File: src/rtl/ccd_pkg.sv
// Shared types for the CCD pixel capture path: capture FSM states and the
// FIFO word carrying a pixel with its start/end-of-line markers.
package ccd_pkg;

   localparam int CCD_PIX_PERIOD = 50;
   localparam int CCD_ADC_W      = 16;

   typedef enum logic [1:0] {IDLE, LEAD, ACTIVE, TAIL} cap_state_t;

   typedef struct packed {
      logic [CCD_ADC_W-1:0] data;
      logic                 sol;
      logic                 eol;
   } pix_word_t;

endpackage

File: src/rtl/ccd_pix_fifo.sv
// Synchronous FIFO of pix_word_t; a push into a full FIFO succeeds only when
// a pop frees the head slot in the same cycle.
module ccd_pix_fifo
   import ccd_pkg::*;
#(
   parameter int FIFO_DEPTH = 4
) (
   input  logic      clk_100M,
   input  logic      rst_n,
   input  logic      push,
   input  logic      pop,
   input  pix_word_t wr_word,
   output pix_word_t rd_word,
   output logic      full,
   output logic      empty
);

   localparam int AW = $clog2(FIFO_DEPTH);

   pix_word_t       mem_q [FIFO_DEPTH];
   logic [AW:0]     wr_ptr_q, wr_ptr_d, rd_ptr_q, rd_ptr_d;
   logic            do_push, do_pop;

   always_comb begin
      empty    = (wr_ptr_q == rd_ptr_q);
      full     = (wr_ptr_q[AW] != rd_ptr_q[AW]) && (wr_ptr_q[AW-1:0] == rd_ptr_q[AW-1:0]);
      do_pop   = pop && !empty;
      do_push  = push && (!full || do_pop);
      wr_ptr_d = wr_ptr_q + (AW+1)'(do_push);
      rd_ptr_d = rd_ptr_q + (AW+1)'(do_pop);
      rd_word  = mem_q[rd_ptr_q[AW-1:0]];
   end

   always_ff @(posedge clk_100M or negedge rst_n) begin
      if (!rst_n) begin
         wr_ptr_q <= '0;
         rd_ptr_q <= '0;
      end else begin
         wr_ptr_q <= wr_ptr_d;
         rd_ptr_q <= rd_ptr_d;
      end
   end

   always_ff @(posedge clk_100M) begin
      if (do_push) mem_q[wr_ptr_q[AW-1:0]] <= wr_word;
   end

endmodule

File: src/rtl/ccd_pixel_capture.sv
// CCD receive path: samples adc_data a fixed delay after each ccd_cp fall and
// streams active pixels with sol/eol. Define CCD_CDS_EN for correlated double sampling.
module ccd_pixel_capture
   import ccd_pkg::*;
#(
   parameter int ADC_W      = 16,
   parameter int DUMMY_LEAD = 32,
   parameter int ACTIVE_PIX = 7500,
   parameter int SAMPLE_DLY = 6,
   parameter int RST_DLY    = 2,
   parameter int FIFO_DEPTH = 4
) (
   input  logic             clk_100M,
   input  logic             rst_n,
   input  logic             ccd_sh,
   input  logic             ccd_rs,
   input  logic             ccd_cp,
   input  logic [ADC_W-1:0] adc_data,
   output logic [ADC_W-1:0] pix_data,
   output logic             pix_valid,
   input  logic             pix_ready,
   output logic             pix_sol,
   output logic             pix_eol,
   output logic             ovf,
   output logic             line_err,
   input  logic             err_clr
);

   localparam int               CNT_W     = $clog2(DUMMY_LEAD + ACTIVE_PIX + 1);
   localparam logic [CNT_W-1:0] LEAD_LAST = CNT_W'(DUMMY_LEAD - 1);
   localparam logic [CNT_W-1:0] ACT_LAST  = CNT_W'(ACTIVE_PIX - 1);
   localparam cap_state_t       START_ST  = (DUMMY_LEAD == 0) ? ACTIVE : LEAD;

   cap_state_t       state_q, state_d;
   logic             sh_q, sh_prev_q, cp_q, cp_prev_q;
   logic             sh_rise, cp_fall, strobe;
   logic [5:0]       smp_cnt_q, smp_cnt_d;
   logic             smp_busy_q, smp_busy_d;
   logic [CNT_W-1:0] cnt_q, cnt_d;
   logic             push_req, sol_req, eol_req, restart_err;
   logic             ovf_q, ovf_d, line_err_q, line_err_d;
   logic             vld_p0_q;
   logic [ADC_W-1:0] samp_p0_q;
   logic             sol_p0_q, eol_p0_q;
   pix_word_t        fifo_wr, fifo_rd;
   logic             fifo_push, fifo_full, fifo_empty, pop;

   always_comb begin
      sh_rise    = sh_q && !sh_prev_q;
      cp_fall    = cp_prev_q && !cp_q;
      smp_cnt_d  = smp_cnt_q;
      smp_busy_d = smp_busy_q;
      strobe     = 1'b0;
      // A new cp fall always reloads, abandoning any sample still pending.
      if (cp_fall) begin
         if (SAMPLE_DLY == 0) begin
            strobe     = 1'b1;
            smp_busy_d = 1'b0;
         end else begin
            smp_cnt_d  = 6'(SAMPLE_DLY);
            smp_busy_d = 1'b1;
         end
      end else if (smp_busy_q) begin
         smp_cnt_d = smp_cnt_q - 6'd1;
         if (smp_cnt_q == 6'd1) begin
            strobe     = 1'b1;
            smp_busy_d = 1'b0;
         end
      end
   end

   always_comb begin
      state_d     = state_q;
      cnt_d       = cnt_q;
      push_req    = 1'b0;
      sol_req     = 1'b0;
      eol_req     = 1'b0;
      restart_err = 1'b0;
      if (sh_rise) begin
         restart_err = (state_q == ACTIVE);
         state_d     = START_ST;
         cnt_d       = '0;
      end else if (strobe) begin
         case (state_q)
            LEAD: begin
               if (cnt_q == LEAD_LAST) begin
                  state_d = ACTIVE;
                  cnt_d   = '0;
               end else begin
                  cnt_d = cnt_q + CNT_W'(1);
               end
            end
            ACTIVE: begin
               push_req = 1'b1;
               sol_req  = (cnt_q == '0);
               eol_req  = (cnt_q == ACT_LAST);
               if (eol_req) state_d = TAIL;
               else         cnt_d   = cnt_q + CNT_W'(1);
            end
            default: ;
         endcase
      end
   end

   always_comb begin
      pop        = !fifo_empty && pix_ready;
      ovf_d      = err_clr ? 1'b0 : ovf_q;
      line_err_d = err_clr ? 1'b0 : line_err_q;
      if (fifo_push && fifo_full && !pop) ovf_d = 1'b1;
      if (restart_err) line_err_d = 1'b1;
   end

   always_ff @(posedge clk_100M or negedge rst_n) begin
      if (!rst_n) begin
         sh_q       <= 1'b0;
         sh_prev_q  <= 1'b0;
         cp_q       <= 1'b0;
         cp_prev_q  <= 1'b0;
         smp_cnt_q  <= '0;
         smp_busy_q <= 1'b0;
         state_q    <= IDLE;
         cnt_q      <= '0;
         ovf_q      <= 1'b0;
         line_err_q <= 1'b0;
         vld_p0_q   <= 1'b0;
      end else begin
         sh_q       <= ccd_sh;
         sh_prev_q  <= sh_q;
         cp_q       <= ccd_cp;
         cp_prev_q  <= cp_q;
         smp_cnt_q  <= smp_cnt_d;
         smp_busy_q <= smp_busy_d;
         state_q    <= state_d;
         cnt_q      <= cnt_d;
         ovf_q      <= ovf_d;
         line_err_q <= line_err_d;
         vld_p0_q   <= push_req;
      end
   end

   // p0: signal sample taken on the strobe
   always_ff @(posedge clk_100M) begin
      if (push_req) begin
         samp_p0_q <= adc_data;
         sol_p0_q  <= sol_req;
         eol_p0_q  <= eol_req;
      end
   end

`ifdef CCD_CDS_EN
   logic             rs_q, rs_prev_q, rs_fall, rs_strobe;
   logic [5:0]       rst_cnt_q, rst_cnt_d;
   logic             rst_busy_q, rst_busy_d;
   logic [ADC_W-1:0] rst_lvl_q;
   logic             vld_p1_q;
   logic [ADC_W-1:0] pix_p1_q;
   logic             sol_p1_q, eol_p1_q;

   function automatic logic [ADC_W-1:0] sat_sub(input logic [ADC_W-1:0] lvl,
                                               input logic [ADC_W-1:0] sig);
      logic signed [ADC_W:0] diff;
      diff = $signed({1'b0, lvl}) - $signed({1'b0, sig});
      return diff[ADC_W] ? '0 : diff[ADC_W-1:0];
   endfunction

   always_comb begin
      rs_fall    = rs_prev_q && !rs_q;
      rst_cnt_d  = rst_cnt_q;
      rst_busy_d = rst_busy_q;
      rs_strobe  = 1'b0;
      if (rs_fall) begin
         if (RST_DLY == 0) begin
            rs_strobe  = 1'b1;
            rst_busy_d = 1'b0;
         end else begin
            rst_cnt_d  = 6'(RST_DLY);
            rst_busy_d = 1'b1;
         end
      end else if (rst_busy_q) begin
         rst_cnt_d = rst_cnt_q - 6'd1;
         if (rst_cnt_q == 6'd1) begin
            rs_strobe  = 1'b1;
            rst_busy_d = 1'b0;
         end
      end
   end

   always_ff @(posedge clk_100M or negedge rst_n) begin
      if (!rst_n) begin
         rs_q       <= 1'b0;
         rs_prev_q  <= 1'b0;
         rst_cnt_q  <= '0;
         rst_busy_q <= 1'b0;
         vld_p1_q   <= 1'b0;
      end else begin
         rs_q       <= ccd_rs;
         rs_prev_q  <= rs_q;
         rst_cnt_q  <= rst_cnt_d;
         rst_busy_q <= rst_busy_d;
         vld_p1_q   <= vld_p0_q;
      end
   end

   // p1: reset level minus signal, clipped at zero
   always_ff @(posedge clk_100M) begin
      if (rs_strobe) rst_lvl_q <= adc_data;
      if (vld_p0_q) begin
         pix_p1_q <= sat_sub(rst_lvl_q, samp_p0_q);
         sol_p1_q <= sol_p0_q;
         eol_p1_q <= eol_p0_q;
      end
   end

   assign fifo_push = vld_p1_q;
   assign fifo_wr   = '{data: CCD_ADC_W'(pix_p1_q), sol: sol_p1_q, eol: eol_p1_q};
`else
   logic unused_ok;
   assign unused_ok = &{1'b0, ccd_rs, 6'(RST_DLY)};
   assign fifo_push = vld_p0_q;
   assign fifo_wr   = '{data: CCD_ADC_W'(samp_p0_q), sol: sol_p0_q, eol: eol_p0_q};
`endif

   ccd_pix_fifo #(.FIFO_DEPTH(FIFO_DEPTH)) u_fifo (
      .clk_100M (clk_100M),
      .rst_n    (rst_n),
      .push     (fifo_push),
      .pop      (pop),
      .wr_word  (fifo_wr),
      .rd_word  (fifo_rd),
      .full     (fifo_full),
      .empty    (fifo_empty)
   );

   assign pix_valid = !fifo_empty;
   assign pix_data  = fifo_empty ? '0 : ADC_W'(fifo_rd.data);
   assign pix_sol   = !fifo_empty && fifo_rd.sol;
   assign pix_eol   = !fifo_empty && fifo_rd.eol;
   assign ovf       = ovf_q;
   assign line_err  = line_err_q;

endmodule
File: config.mk
export PLATFORM = sky130hd
export DESIGN_NAME = ccd_pixel_capture
export DESIGN_NICKNAME = d
export VERILOG_FILES = /design/src/rtl/ccd_pkg.sv /design/src/rtl/ccd_pix_fifo.sv /design/src/rtl/ccd_pixel_capture.sv
export SDC_FILE = /design/constraint.sdc
export NUM_CORES = 1
export LEC_CHECK = 0
export BUFFER_PORTS_ARGS = -buffer_cell sky130_fd_sc_hd__buf_2
export CAP_MARGIN = 20
export CORE_UTILIZATION = 63
export DETAILED_ROUTE_END_ITERATION = 16
export HOLD_SLACK_MARGIN = 0.02
export MAX_ROUTING_LAYER = met4
export PLACE_DENSITY = 0.94
export SLEW_MARGIN = 15
export SYNTH_ARGS = -nofsm -noshare
export SYNTH_HDL_FRONTEND = slang
export SYNTH_SLANG_ARGS = --single-unit
File: constraint.sdc
create_clock -name clk_100M -period 4.86 [get_ports clk_100M]
set_clock_uncertainty 0.05 [all_clocks]
set_input_delay 0.972 -clock clk_100M [delete_from_list [all_inputs] [get_ports clk_100M]]
set_output_delay 0.972 -clock clk_100M [all_outputs]
set_load 0.1 [all_outputs]
==> results.toml, run 1 <==
[clock_network]
cts_buffer_depth = 2
clk_latency_ps = 520
ctsResizeCount = 0
clk_pin_slew_ps = 60
post_cts_buffers = 0
cts_tree = "done"
numCtsBuffers = 17
hold_buffers = 0
htree_levels = 4
cts_sinks = 125
cts_root_buffer = "clkbuf_8"

[finish]
finalInstanceArea_mm2 = 0.00605
area_growth_pct = 19.4
antenna_cells = 0
fin_util_pct = 77.8
fillers = 416
layout-drive-gt1-share_pct = 26.6
final_nets = 409

[timing]
period_needed_ps = 3810
final_hold_viol_count = 0
tightest_slew_ps = 1090
max_freq_mhz = 262
drv_slew = 0
relSlewSlack_pct = 27.2
setup_ws_ps = 1050
finalSetupViolations = 0
rsz0062_at_grt = "no"
tns_ps = 0
min_period_over_period_pct = 78.5

[synthesis]
yosysWarnings = 0
synthCells = 322
mappedNetlistNets = 353
ys.flop_type = "edfxtp_1"
synth_area_mm2 = 0.00506
async_flop_share_pct = 28.0
synth_cell_types = 36
synth-seq-cells = 125
seq_area_frac_synth_pct = 70.7
synth_edf_count = 90
synth.avg_cell_area_um2 = 15.7

[floorplanning]
die_h_um = 91.7
core-area_mm2 = 0.00777
placementRows = 32
start_util_pct = 65.2
dieWidth_um = 91.7
ios = 44
dieArea_mm2 = 0.00840

[routing]
avgViaCountPerCell = 6.17
dr_wl_met3_um = 691
postRouteAntennaNets = 0
met1_length_um = 4430
route.met2.wl_um = 5650
drtPass1Iterations = 5
routed.top_layer = "met4"
drt_iter0_drc = 308
finalWirelength_um = 10900
routedWlPerCell_um = 22.1
drc_errors = 0
num_vias = 3040

[power_and_ir_drop]
p_leak_nw = 2.29
power_density_mw_per_mm2 = 675
max-vdd-ir-drop_mv = 0.342

[global_routing]
first_global_vias = 3116
overflow = 0
grt_first_pass_wirelength_um = 17300
antenna_found_initial = 0
grt_max_degree = 36
grtUsageTotal_pct = 29.7

[placed_design]
dpl.hpwl_um = 5730
dpl_cell_area_mm2 = 0.00540
gp_congestion = 0.878
portBuffers = 42
dp_slack_ps = 1600

[run_status]
status = "finished clean"

[critical_path]
end_kind = "primary output"
cp_max_fo = 14
crit_required_ps = 3840
cp.arrival_ps = 2790
start_kind = "flop"
path_class = "flop to primary output"

[hold_path]
hold_class = "flop to flop"

[run]
cap_viol_max_count = 0
[layout by cell type (no fill, tap or decap), types with 2 or more instances in the layout]
cell	n
o21ai_0	18
nor2b_1	23
ha_1	8
inv_1	14
a21oi_1	7
dfrtp_1	35
nand3_1	10
inv_6	2
nor4_1	5
nor3_1	8
xnor2_1	5
nand2_1	16
and4_1	2
o22ai_1	2
clkinv_2	3
nor2_1	13
xor2_1	6
clkbuf_16	16
nand2b_1	6
bufinv_16	5
and2_1	2
or3_1	4
edfxtp_1	90
buf_4	3
clkinv_4	3
mux4_2	18
buf_2	42
and3_1	2
nand4_1	4
or3_4	2
[path summary, 6_finish.rpt]
kind | start | end | slack, ps | cells after the start
worst max-delay path | u_fifo.rd_ptr_q[0] | pix_data[6] | 1050 | 4
worst min register to register | cp_q | cp_prev_q | 350 | 0
worst max register to register | u_fifo.rd_ptr_q[0] | u_fifo.mem_q[0][5] | 1610 | 5
max in group asynchronous | rst_n | cnt_q[6] | 3760 | 1
min in group asynchronous | rst_n | smp_cnt_q[5] | 500 | 1
worst min-delay path | cp_q | cp_prev_q | 350 | 0
[registers in the layout, indices dropped and copies added (netlist names), 2 cells and up]
register         count
state_q              2
samp_p0_q           16
u_fifo.wr_ptr_q      3
u_fifo.mem_q        72
cnt_q               13
u_fifo.rd_ptr_q      3
smp_cnt_q            6
[final cells by class]
class / count / area, um2 / area share [%]
clock buffer: 18 / 418 / 6.91
multi-input combinational: 174 / 1410 / 23.3
timing repair buffer: 46 / 244 / 4.04
clock inverter: 14 / 216 / 3.58
tap: 102 / 128 / 2.11
inverter: 14 / 52.6 / 0.869
sequential: 125 / 3580 / 59.2
[power by group]
part / switching, W / total [W] / internal [W]
logic: 0.00106 / 0.00141 / 0.000351
registers: 0.000113 / 0.00131 / 0.00120
clock network: 0.000476 / 0.00136 / 0.000887
[kinds of logic after synthesis]
logic type      synth area share [%]
flops                           70.7
buf+inv                         1.73
xor+xnor                        1.90
fa+ha+maj                       1.98
simple gates                    11.5
compound gates                  4.25
mux                             8.00
[synthesized netlist by cell type (all sizes together) (6+ instances only)]
master   n  area [um2]
inv     14        52.6
or3      6        47.5
nand2   16        60.1
dfrtp   35         876
mux4    18         405
nor2    14        52.6
nor3     8        40.0
nor2b   24         150
o21ai   18        90.1
xor2     6        52.6
clkbuf   7        26.3
edfxtp  90        2700
a21oi    7        35.0
nand3   10        50.1
ha       8         100
nand2b   6        37.5
[metal layers]
metal | global-route usage [%] | vias to the layer above
met1 | 37.5 | 1538
met4 | 9.39 | 0
met3 | 7.30 | 20
li1 | - | 1329
met5 | - | -
met2 | 48.2 | 153
[per-stage QoR]
stage	power, W	std cells	hold WS (ps)
after floorplan	0.00250	322	316
after global placement	0.00268	460	327
after detailed placement	0.00272	460	339
after CTS	0.00409	492	352
after global routing	0.00421	493	373
final	0.00408	493	349
[worst max-delay path, stage by stage (launching register included)]
cell	delay [ps]
dfrtp_1	950
buf_4	340
mux4_2	520
nor2b_1	160
buf_2	300
Power figures use the tool's default switching activity.
==> run 2, diff against run 1 <==
--- a/config.mk
+++ b/config.mk
@@ -7,11 +7,11 @@
 export LEC_CHECK = 0
 export BUFFER_PORTS_ARGS = -buffer_cell sky130_fd_sc_hd__buf_2
 export CAP_MARGIN = 20
-export CORE_UTILIZATION = 63
+export CORE_UTILIZATION = 53
 export DETAILED_ROUTE_END_ITERATION = 16
 export HOLD_SLACK_MARGIN = 0.02
 export MAX_ROUTING_LAYER = met4
-export PLACE_DENSITY = 0.94
+export PLACE_DENSITY = 0.85
 export SLEW_MARGIN = 15
 export SYNTH_ARGS = -nofsm -noshare
 export SYNTH_HDL_FRONTEND = slang
==> constraint.sdc (replaced) <==
create_clock -name clk_100M -period 3.15 [get_ports clk_100M]
set_clock_uncertainty 0.05 [all_clocks]
set_input_delay 0.63 -clock clk_100M [delete_from_list [all_inputs] [get_ports clk_100M]]
set_output_delay 0.63 -clock clk_100M [all_outputs]
set_load 0.1 [all_outputs]
==> results.toml, run 2 (synthesized netlist as in run 1, its figures left out) <==
[floorplanning]
die_h_um = 99.8
ios = 44
dieArea_mm2 = 0.00995
placementRows = 35
dieWidth_um = 99.8
core-area_mm2 = 0.00924
start_util_pct = 54.8

[finish]
antenna_cells = 0
final_cells = 523
most-common-layout-cells = "edfxtp_1 (90), buf_2 (42), dfrtp_1 (34)"
finalInstanceArea_mm2 = 0.00609
final_common_cell = "edfxtp_1"
final_nets = 412
largest_register_ffs = 72
area_growth_pct = 20.2
layout-drive-gt1-share_pct = 29.7

[global_routing]
overflow = 0
grt_first_pass_wirelength_um = 14500
antenna_found_initial = 0
first_global_vias = 2899
grt_max_degree = 36
grtUsageTotal_pct = 20.6

[timing]
period_needed_ps = 2990
setup_ws_ps = 158
relSlewSlack_pct = 37.9
min_period_over_period_pct = 95.0
rsz0062_at_grt = "no"
tightest_slew_ps = 931
holdWs_ps = 149
final_hold_viol_count = 0
finalSetupViolations = 0
drv_slew = 0
max_freq_mhz = 334

[power_and_ir_drop]
power_w = 0.00614
pwr-share-comb_pct = 35.9
p_seq_share_pct = 32.4
switching_power_w = 0.00250
power.internal_w = 0.00364
power_density_mw_per_mm2 = 1010
sw_frac_of_total_pct = 40.7
max-vdd-ir-drop_mv = 0.588
p_leak_nw = 2.29
pwr-share-clk_pct = 31.8

[placed_design]
dpl.hpwl_um = 5480
dpl_cell_area_mm2 = 0.00549
portBuffers = 42
gp_congestion = 0.837
dp_slack_ps = 496
placed_cells = 491

[critical_path]
end_kind = "primary output"
crit_required_ps = 2470
start_kind = "flop"
cp.arrival_ps = 2310
cp_max_fo = 18
max_stage_delay_ps = 560
crit_chain = "buf_4 -> mux4_2 -> nor2b_2 -> buf_2"
slowest_stage = "mux4_2"
path_class = "flop to primary output"

[clock_network]
cts_tree = "done"
clk_pin_slew_ps = 60
cts_root_buffer = "clkbuf_8"
cts_buffer_depth = 2
htree_levels = 4
cts_sinks = 125
clk_latency_ps = 510
numCtsBuffers = 17

[hold_path]
hold_class = "input pin to asynchronous set/reset pin"

[routing]
num_vias = 2861
postRouteAntennaNets = 0
finalWirelength_um = 8910
drc_errors = 0
drt_iter0_drc = 180
drtPass1Iterations = 4
routedWlPerCell_um = 17.0
avgViaCountPerCell = 5.47

[run_status]
status = "finished clean"

[run]
cap_viol_max_count = 0
## run 2: critical path: cells and delay by family (launching register included)
kind / cells / cell delay [ps]
buffers and inverters: 2 / 670
DFF: 1 / 400
and+or+nand+nor: 1 / 180
muxes: 1 / 560
## run 2: power by group through the flow
stage	Combinational [W]	Sequential, W	Clock (W)
after floorplan	0.00191	0.00197	0
after global placement	0.00217	0.00201	0
after detailed placement	0.00221	0.00201	0
after CTS	0.00222	0.00199	0.00197
after global routing	0.00232	0.00201	0.00206
final	0.00220	0.00199	0.00195
## run 2: final timing paths
path	cells past startpoint	from	endpoint	slack [ps]
hold / removal	1	rst_n	cp_q	150
min in group clk_100M	1	ccd_cp	cp_q	180
hold reg to reg	0	sh_q	sh_prev_q	350
setup reg to reg	7	smp_cnt_q[1]	cnt_q[3]	480
max in group asynchronous	1	rst_n	u_fifo.rd_ptr_q[1]	2350
setup / recovery	4	u_fifo.rd_ptr_q[0]	pix_data[10]	160
## run 2: per-stage QoR
stage | TNS (ps) | util [%]
2_1_floorplan | -226 | -
6_report | 0 | 65.9
3_3_place_gp | 0 | 59.4
4_1_cts | 0 | 65.9
5_1_grt | 0 | 65.9
3_5_place_dp | 0 | 59.4
## run 2: area by class of cell
| type | count | area, um2 |
|---|---|---|
| Clock inverter | 14 | 183 |
| Clock buffer | 18 | 418 |
| Multi-Input combinational cell | 174 | 1430 |
| Inverter | 14 | 52.6 |
| Tap cell | 129 | 161 |
| Sequential cell | 125 | 3580 |
| Fill cell | 620 | 3150 |
| Timing Repair Buffer | 49 | 263 |
## run 2: what timing repair did
action,in CTS,in global routing
setup buffers,0,0
resized for setup,0,1
hold buffers,0,0
setup endpoints to repair,0,8
## run 2: routing by layer
layer | global-route usage, % | wire [um]
met5 | - | 0
met4 | 8.48 | 171
met3 | 6.18 | 441
met2 | 33.5 | 4570
met1 | 24.0 | 3730
